--- src/rtl/ntt_mdc_frame_ctrl.sv ---
// ntt_mdc_frame_ctrl
// Frame-level streaming controller wrapped around an LOGN-stage MDC NTT/INTT
// pipeline core. Accepts LANES coefficients per beat on a valid/ready input,
// tags each frame with its NTT/INTT mode, keeps the shared core mode stable
// while frames are in flight (draining before a mode change), and re-frames
// the core output as a valid/last/mode-tagged stream.
//
// Ports
//   clk, rst          clock, asynchronous active-low reset
//   s_valid/s_ready   input beat handshake
//   s_intt            frame mode (1 = INTT), sampled on the first beat only
//   s_data            LANES*LOGQ input beat, lane k at [k*LOGQ +: LOGQ]
//   core_start        one-cycle pulse with the first beat driven to the core
//   core_intt         mode presented to every core stage
//   core_din          beat driven to the core
//   core_finish       core pulse coincident with its first output beat
//   core_dout         core output beat
//   m_valid/m_last    output framing (no backpressure)
//   m_intt            mode tag of the current output frame
//   m_data            output beat (core_dout delayed one cycle)
//   inflight          frames currently inside the core
//   err               sticky: [0] underrun, [1] finish overlap, [2] spurious finish
module ntt_mdc_frame_ctrl #(
  parameter int LOGQ         = 64,
  parameter int LOGN         = 12,
  parameter int LANES        = 2,
  parameter int MAX_INFLIGHT = 4
) (
  input  logic                   clk,
  input  logic                   rst,
  input  logic                   s_valid,
  output logic                   s_ready,
  input  logic                   s_intt,
  input  logic [LANES*LOGQ-1:0]  s_data,
  output logic                   core_start,
  output logic                   core_intt,
  output logic [LANES*LOGQ-1:0]  core_din,
  input  logic                   core_finish,
  input  logic [LANES*LOGQ-1:0]  core_dout,
  output logic                   m_valid,
  output logic                   m_last,
  output logic                   m_intt,
  output logic [LANES*LOGQ-1:0]  m_data,
  output logic [3:0]             inflight,
  output logic [2:0]             err
);

  localparam int W     = LANES * LOGQ;
  localparam int BEATS = (1 << LOGN) / LANES;
  localparam int CW    = (BEATS > 1) ? $clog2(BEATS) : 1;
  localparam int PW    = (MAX_INFLIGHT > 1) ? $clog2(MAX_INFLIGHT) : 1;

  localparam logic [CW-1:0] LAST_BEAT = CW'(BEATS - 1);
  localparam logic [3:0]    MAX_IF    = 4'(MAX_INFLIGHT);
  localparam logic [PW-1:0] FIFO_LAST = PW'(MAX_INFLIGHT - 1);

  typedef enum logic [1:0] {
    IDLE  = 2'd0,
    LOAD  = 2'd1,
    DRAIN = 2'd2
  } state_t;

  state_t               state_r, state_s;
  logic                 run_r;
  logic [CW-1:0]        icnt_r;
  logic [CW-1:0]        ocnt_r;
  logic                 ready_s, start_s, feed_s, underrun_s;
  logic                 core_start_r, core_intt_r;
  logic [W-1:0]         core_din_r;
  logic                 m_valid_r, m_last_r, m_intt_r;
  logic [W-1:0]         m_data_r;
  logic [3:0]           inflight_r;
  logic [2:0]           err_r;
  logic [(1<<PW)-1:0]   fifo_mem_r;
  logic [PW-1:0]        wr_ptr_r, rd_ptr_r;
  logic [3:0]           fifo_cnt_r;
  logic                 start_out_s, abandon_s, dec_s;

  // Input FSM next state, handshake and feed decisions.
  always_comb begin
    state_s    = state_r;
    ready_s    = 1'b0;
    start_s    = 1'b0;
    feed_s     = 1'b0;
    underrun_s = 1'b0;
    case (state_r)
      IDLE: begin
        // A frame of a different mode may only start once the core is empty.
        ready_s = run_r && (inflight_r < MAX_IF) &&
                  ((inflight_r == 4'd0) || (s_intt == core_intt_r));
        if (s_valid && ready_s) begin
          start_s = 1'b1;
          feed_s  = 1'b1;
          state_s = (BEATS == 1) ? IDLE : LOAD;
        end else if (s_valid && (inflight_r != 4'd0) && (s_intt != core_intt_r)) begin
          state_s = DRAIN;
        end else begin
          state_s = IDLE;
        end
      end
      LOAD: begin
        // The core expects a beat every cycle; a missing beat is zero-filled.
        ready_s    = 1'b1;
        feed_s     = 1'b1;
        underrun_s = !s_valid;
        if (icnt_r == LAST_BEAT) begin
          state_s = IDLE;
        end else begin
          state_s = LOAD;
        end
      end
      DRAIN: begin
        if (inflight_r == 4'd0) begin
          state_s = IDLE;
        end else begin
          state_s = DRAIN;
        end
      end
      default: begin
        state_s = IDLE;
      end
    endcase
  end

  // Output-side event decode: frame start, overlap abandonment, completion.
  always_comb begin
    start_out_s = core_finish && (fifo_cnt_r != 4'd0);
    abandon_s   = core_finish && m_valid_r && !m_last_r;
    dec_s       = (m_valid_r && m_last_r) || abandon_s;
  end

  // FSM state register.
  always_ff @(posedge clk or negedge rst) begin
    if (!rst) begin
      state_r <= IDLE;
    end else begin
      state_r <= state_s;
    end
  end

  // Holds s_ready low until the first edge after reset release.
  always_ff @(posedge clk or negedge rst) begin
    if (!rst) begin
      run_r <= 1'b0;
    end else begin
      run_r <= 1'b1;
    end
  end

  // Core-side input registers and input beat counter.
  always_ff @(posedge clk or negedge rst) begin
    if (!rst) begin
      core_start_r <= 1'b0;
      core_intt_r  <= 1'b0;
      core_din_r   <= {W{1'b0}};
      icnt_r       <= {CW{1'b0}};
    end else begin
      core_start_r <= start_s;
      core_din_r   <= (feed_s && s_valid) ? s_data : {W{1'b0}};
      if (start_s) begin
        core_intt_r <= s_intt;
        icnt_r      <= (BEATS == 1) ? {CW{1'b0}} : CW'(1);
      end else if (state_r == LOAD) begin
        icnt_r <= icnt_r + CW'(1);
      end else begin
        icnt_r <= icnt_r;
      end
    end
  end

  // Output framing: m_data is core_dout delayed once; ocnt tracks the beat on m_*.
  always_ff @(posedge clk or negedge rst) begin
    if (!rst) begin
      m_valid_r <= 1'b0;
      m_last_r  <= 1'b0;
      m_intt_r  <= 1'b0;
      m_data_r  <= {W{1'b0}};
      ocnt_r    <= {CW{1'b0}};
    end else begin
      m_data_r <= core_dout;
      if (start_out_s) begin
        m_valid_r <= 1'b1;
        m_last_r  <= (BEATS == 1);
        m_intt_r  <= fifo_mem_r[rd_ptr_r];
        ocnt_r    <= {CW{1'b0}};
      end else if (abandon_s) begin
        // Overlapping finish with no further tag queued: just drop the frame.
        m_valid_r <= 1'b0;
        m_last_r  <= 1'b0;
      end else if (m_valid_r && !m_last_r) begin
        m_valid_r <= 1'b1;
        m_last_r  <= ((ocnt_r + CW'(1)) == LAST_BEAT);
        ocnt_r    <= ocnt_r + CW'(1);
      end else begin
        m_valid_r <= 1'b0;
        m_last_r  <= 1'b0;
      end
    end
  end

  // In-flight frame count: up on acceptance, down on completion or abandonment.
  always_ff @(posedge clk or negedge rst) begin
    if (!rst) begin
      inflight_r <= 4'd0;
    end else begin
      case ({start_s, dec_s && (inflight_r != 4'd0)})
        2'b10:   inflight_r <= inflight_r + 4'd1;
        2'b01:   inflight_r <= inflight_r - 4'd1;
        default: inflight_r <= inflight_r;
      endcase
    end
  end

  // Mode-tag FIFO, depth MAX_INFLIGHT, circular buffer.
  always_ff @(posedge clk or negedge rst) begin
    if (!rst) begin
      fifo_mem_r <= {(1<<PW){1'b0}};
      wr_ptr_r   <= {PW{1'b0}};
      rd_ptr_r   <= {PW{1'b0}};
      fifo_cnt_r <= 4'd0;
    end else begin
      if (start_s) begin
        fifo_mem_r[wr_ptr_r] <= s_intt;
        wr_ptr_r <= (wr_ptr_r == FIFO_LAST) ? {PW{1'b0}} : wr_ptr_r + PW'(1);
      end else begin
        wr_ptr_r <= wr_ptr_r;
      end
      if (start_out_s) begin
        rd_ptr_r <= (rd_ptr_r == FIFO_LAST) ? {PW{1'b0}} : rd_ptr_r + PW'(1);
      end else begin
        rd_ptr_r <= rd_ptr_r;
      end
      case ({start_s, start_out_s})
        2'b10:   fifo_cnt_r <= fifo_cnt_r + 4'd1;
        2'b01:   fifo_cnt_r <= fifo_cnt_r - 4'd1;
        default: fifo_cnt_r <= fifo_cnt_r;
      endcase
    end
  end

  // Sticky error flags.
  always_ff @(posedge clk or negedge rst) begin
    if (!rst) begin
      err_r <= 3'b000;
    end else begin
      err_r <= err_r | {core_finish && (inflight_r == 4'd0), abandon_s, underrun_s};
    end
  end

  assign s_ready    = ready_s;
  assign core_start = core_start_r;
  assign core_intt  = core_intt_r;
  assign core_din   = core_din_r;
  assign m_valid    = m_valid_r;
  assign m_last     = m_last_r;
  assign m_intt     = m_intt_r;
  assign m_data     = m_data_r;
  assign inflight   = inflight_r;
  assign err        = err_r;

endmodule
--- config.mk ---
export PLATFORM = sky130hd
export DESIGN_NAME = ntt_mdc_frame_ctrl
export DESIGN_NICKNAME = d
export VERILOG_FILES = /design/src/rtl/ntt_mdc_frame_ctrl.sv
export SDC_FILE = /design/constraint.sdc
export NUM_CORES = 1
export LEC_CHECK = 0
export CAP_MARGIN = 5
export CORE_AREA = 5 5 202 204
export CTS_CLUSTER_DIAMETER = 30
export DETAILED_ROUTE_END_ITERATION = 7
export DIE_AREA = 0 0 207 209
export GPL_TIMING_DRIVEN = 0
export SLEW_MARGIN = 10
export SYNTH_ARGS = -nofsm -noshare
export SYNTH_HDL_FRONTEND = slang
export SYNTH_SLANG_ARGS = --single-unit
--- constraint.sdc ---
create_clock -name clk -period 7.26 [get_ports clk]
set_input_delay 1.452 -clock clk [delete_from_list [all_inputs] [get_ports clk]]
set_output_delay 1.452 -clock clk [all_outputs]
set_load 0.005 [all_outputs]
Word level (Yosys, flattened, before mapping)
Cells that the tools add are included.
{"block": "word_totals", "reg_bits": 305, "word_cells": 101}
{"block": "op_classes", "add_sub_neg": 8, "n_lt_le_gt_ge": 4, "n_eq_ne": 13, "mux": 31, "n_bitwise": 1, "reduce_logical": 27}
{"operator": "$mux W128", "n": 1}
{"operator": "$mux W11", "n": 5}
{"operator": "$add A11 B1 Y11 const B", "n": 2}
{"operator": "$eq A11 B11 Y1 const B", "n": 2}
{"operator": "$pmux W4 S2", "n": 2}
{"operator": "$logic_and A1 B1 Y1", "n": 14}
{"operator": "$mux W1", "n": 12}
{"operator": "$eq A2 B2 Y1 const B", "n": 5}
{"operator": "$mux W2", "n": 5}
{"operator": "$add A4 B1 Y4 const B", "n": 2}
{"operator": "$reduce_bool A2 Y1", "n": 4}
{"operator": "$reduce_bool A4 Y1", "n": 2}
{"operator": "$sub A4 B1 Y4 const B", "n": 2}
{"operator": "$eq A2 B1 Y1 const B", "n": 3}
{"operator": "$lt A2 B3 Y1 const B", "n": 2}
{"operator": "$pmux W2 S3", "n": 1}
{"operator": "$add A2 B1 Y2 const B", "n": 2}
{"operator": "$bwmux W4", "n": 1}
{"operator": "$logic_not A4 Y1", "n": 1}
{"operator": "$lt A4 B3 Y1 const B", "n": 1}
{"operator": "$pmux W1 S2", "n": 2}
{"operator": "$or A3 B3 Y3", "n": 1}
{"operator": "$bmux W1 S2", "n": 1}
{"operator": "$demux W1 S2", "n": 1}
{"operator": "8 further kinds", "n": 10}

Logic depth before layout (Yosys ltp)
{"block": "depth", "word_depth": 8, "ltp_mapped": 9}

Worst setup path after synthesis
Ideal clock, no wire load.
{"block": "synth_path", "path_type": "input -> output", "start": "in s_intt", "end": "out s_ready", "arrival_ps": 2091, "slack_ps": 3717, "stages": 3, "path_buffers": 0, "path_cell_list": "xnor2_1 o211ai_1 a21oi_1"}
{"block": "synth_between", "elab_chain_len": 4}
{"item": "from (decl)", "line": "33", "rtl": "input logic s_intt,"}
{"item": "$eq A1 B1 Y1", "line": "90", "rtl": "((inflight_r == 4'd0) || (s_intt == core_intt_r));"}
{"item": "$logic_or A1 B1 Y1", "line": "90"}
{"item": "$logic_and A1 B1 Y1", "line": "89", "rtl": "ready_s = run_r && (inflight_r < MAX_IF) &&"}
{"item": "$pmux W1 S2", "line": "86", "rtl": "case (state_r)"}
{"item": "to (decl)", "line": "32", "rtl": "output logic s_ready,"}
Every way passes these cells.

Worst setup path after layout
Ends and elaborated chain as after synthesis.

==> out/summary.txt <==
Flops & latches, synth: 305
VDD IR-drop max: 0.207 mV
DR vias/cell: 4.05
Max incr delay on CP: 0.52 ns
Area occupied by multi-input gates: 2190 um2
Area delta synth->final: 86.5%
Tot GR Track Use: 17.9%
Clock Skew: 0.0192 ns
Ports: 530
Max Transition Viols Final: 0
CP max stage cell: clkdlybuf4s50_1
Final setup viols: 0
Post-route ant nets: 0
PortBufs: 529
Synth area leader: dfrtp_1
Std-Cell Rows: 73
H-tree Lvls: 3
Die area: 43,300 um2
Final Cell Area: 18,800 um2
RSZ-0062 raised after global routing: no
Crit path max fanout: 6
Most common cell after layout, fill and taps aside: clkdlybuf4s50_1
Synthesized instance count: 671
Iteration-0 DRC Markers: 331
Seq/Total Area, Yosys: 75.9%
Hold buffers post-CTS: 0
Initial antenna violation count: 7
DRC viols: 0
Crit. End Element: primary output
Setup crit start kind: primary input
Initial DRT Pass Iterations: 4
Area share of the largest cell type after synthesis: 75.9%
Gpl congestion: 0.902
Final Hold Fails: 0
Yosys warns: 0
Critical path cell sequence: clkdlybuf4s50_1 -> xnor2_1 -> o211ai_1 -> a21oi_1 -> clkdlybuf4s50_1
Post-synth cell types: 55
CP Class: primary input to primary output
Top_reg_cell synth: dfrtp_1
DP HPWL: 30,500 um
Total Wirelength: 39,600 um
Average cell area after synthesis: 15.0 um2
Post-synth EDFFs: 0
DR vias: 7,556
CTS Sinks: 305
Area of placed instances: 16,100 um2
Required time worst endpoint: 5.81 ns
First-pass GRT wire length: 57,500 um
Mapped Area: 10,100 um2
Worst rel slew slack: 61.4%
Grt total ovfl: 0
# nets final: 1,556
Max Clock Freq: 211 MHz
Clock transition at path regs: 0.04 ns
Clk_lat worst skew: 0.57 ns
Clk buf depth: 3
Core ar.: 39,100 um2
Share of layout cells above drive strength 1: 11.9%
Final period utilization: 65.3%
Die Wd: 207 um
Leading post-synthesis cells by cell area: dfrtp_1 76%, and2_1 8.1%, ha_1 1.7%, buf_6 1.3%, nand2_1 1.1%
LEAKAGE: 8.27 nW
WL per Instance: 21.2 um
P per Cell Area: 323 nW/um2
Most frequent cells in the layout: 528 x clkdlybuf4s50_1, 305 x dfrtp_1, 131 x and2_1
CTS buffer count: 76
Post-CTS sizing: 0
Asr flop ratio synth: 100%
Starting Density: 25.7%
FF/Latch Area: 7630 um2
Fin Hold WS: 0.456 ns
Tmin final: 4.74 ns
Pin count of the biggest net entering global routing: 109
Die height: 209 um
Post-synth net total: 946
Fillers: 3,503
Crit path top cell by count: clkdlybuf4s50_1
Hold WC Path Type: flop to flop
CTS tree: built
CP arrival: 3.29 ns
Root Buffer Master: clkbuf_16
Vias in the first global route: 8,236
Setup Buffers After CTS: 0
Worst-margin pin slew: 0.576 ns
Max-cap violations: 0
Outcome: complete, no violations
## area by class of cell
cell class	count	area share, %
repair buffers	532	28.7
flip-flops and latches	305	40.7
plain buffers	22	1.01
clock buffers	99	11.4
multi-input cells	332	11.7
clock inverters	37	2.78
inverters	12	0.240
diodes	3	0.0400
well taps	525	3.50
## where the power goes
| part | leakage, nW | total, mW | internal, mW | switching (mW) |
|---|---|---|---|---|
| Combinational | 3.08 | 0.666 | 0.400 | 0.267 |
| Clock | 1.29 | 3.42 | 2.38 | 1.03 |
| Sequential | 3.90 | 1.97 | 1.85 | 0.123 |
| Total | 8.27 | 6.05 | 4.63 | 1.42 |
## through the flow
step | power, mW | setup TNS (ns) | utilization (%) | instances | worst slack (ns)
finish | 6.05 | 0 | 48.0 | 1867 | 2.52
global route | 6.32 | 0 | 48.0 | 1867 | 2.34
CTS | 6.14 | 0 | 48.0 | 1864 | 2.49
detailed placement | 2.67 | 0 | 41.2 | 1728 | 2.51
global placement | 2.65 | -2675.05 | 41.0 | 1725 | -8.80
floorplan | 2.23 | 0 | - | 671 | 3.72
## final timing paths
path | slack, ns | startpoint | endpoint | cells after the start
worst max-delay path | 2.52 | s_intt | s_ready | 5
worst min-delay path | 0.46 | err[2]$_DFF_PN0_ | err[2]$_DFF_PN0_ | 1
worst max register to register | 4.59 | inflight[2]$_DFFE_PN0P_ | inflight[2]$_DFFE_PN0P_ | 9
worst min register to register | 0.46 | err[2]$_DFF_PN0_ | err[2]$_DFF_PN0_ | 1
max in group asynchronous | 5.41 | rst | m_data[7]$_DFF_PN0_ | 3
min in group asynchronous | 0.72 | rst | ocnt_r[3]$_DFFE_PN0P_ | 1
## flip-flops by register name (all words and copies together) (netlist names), 3 cells and up
name        count
core_din      128
err             3
fifo_cnt_r      4
fifo_mem_r      4
icnt_r         11
inflight        4
m_data        128
ocnt_r         11
## critical path: cells and delay by family
kind            cells  cell delay [ns]
buf+inv             2             1.03
xor+xnor            1             0.42
compound gates      2             0.38
## metal layers
layer	track usage [%]	up-vias	routed length, um
li1	-	3444	-
met5	0	-	48
met2	30.1	298	20000
met1	20.6	3752	15500
met3	7.94	56	3120
met4	5.70	6	952
## cell usage after synthesis (2+ instances only)
master / instances
a211o_1: 2
a21o_1: 4
a21oi_1: 11
a31oi_1: 10
a41oi_1: 2
and2_1: 131
and3_1: 4
buf_2: 2
buf_4: 4
buf_6: 12
clkbuf_1: 4
dfrtp_1: 305
ha_1: 14
inv_1: 11
mux2_1: 4
mux2_2: 2
nand2_1: 30
nand2b_1: 5
nand3_1: 9
nand3b_1: 2
nand4_1: 3
nor2_1: 20
nor2b_1: 2
nor3_1: 9
nor3b_1: 3
nor4_1: 4
o21ai_0: 18
o31ai_1: 2
xnor2_1: 7
xor2_1: 10
## logic make-up (layout without fill, tap and decap cells)
logic type / after synthesis / count (layout) / synth area share [%]
xor+xnor: 17 / 17 / 1.48
compound gates: 62 / 62 / 4.30
flops: 305 / 305 / 75.9
fa+ha+maj: 14 / 14 / 1.74
other cells: 1 / 4 / 0.0373
mux: 8 / 8 / 0.995
buf+inv: 34 / 702 / 2.34
simple gates: 230 / 230 / 13.2
No activity file was read; power rests on OpenSTA's default activity.
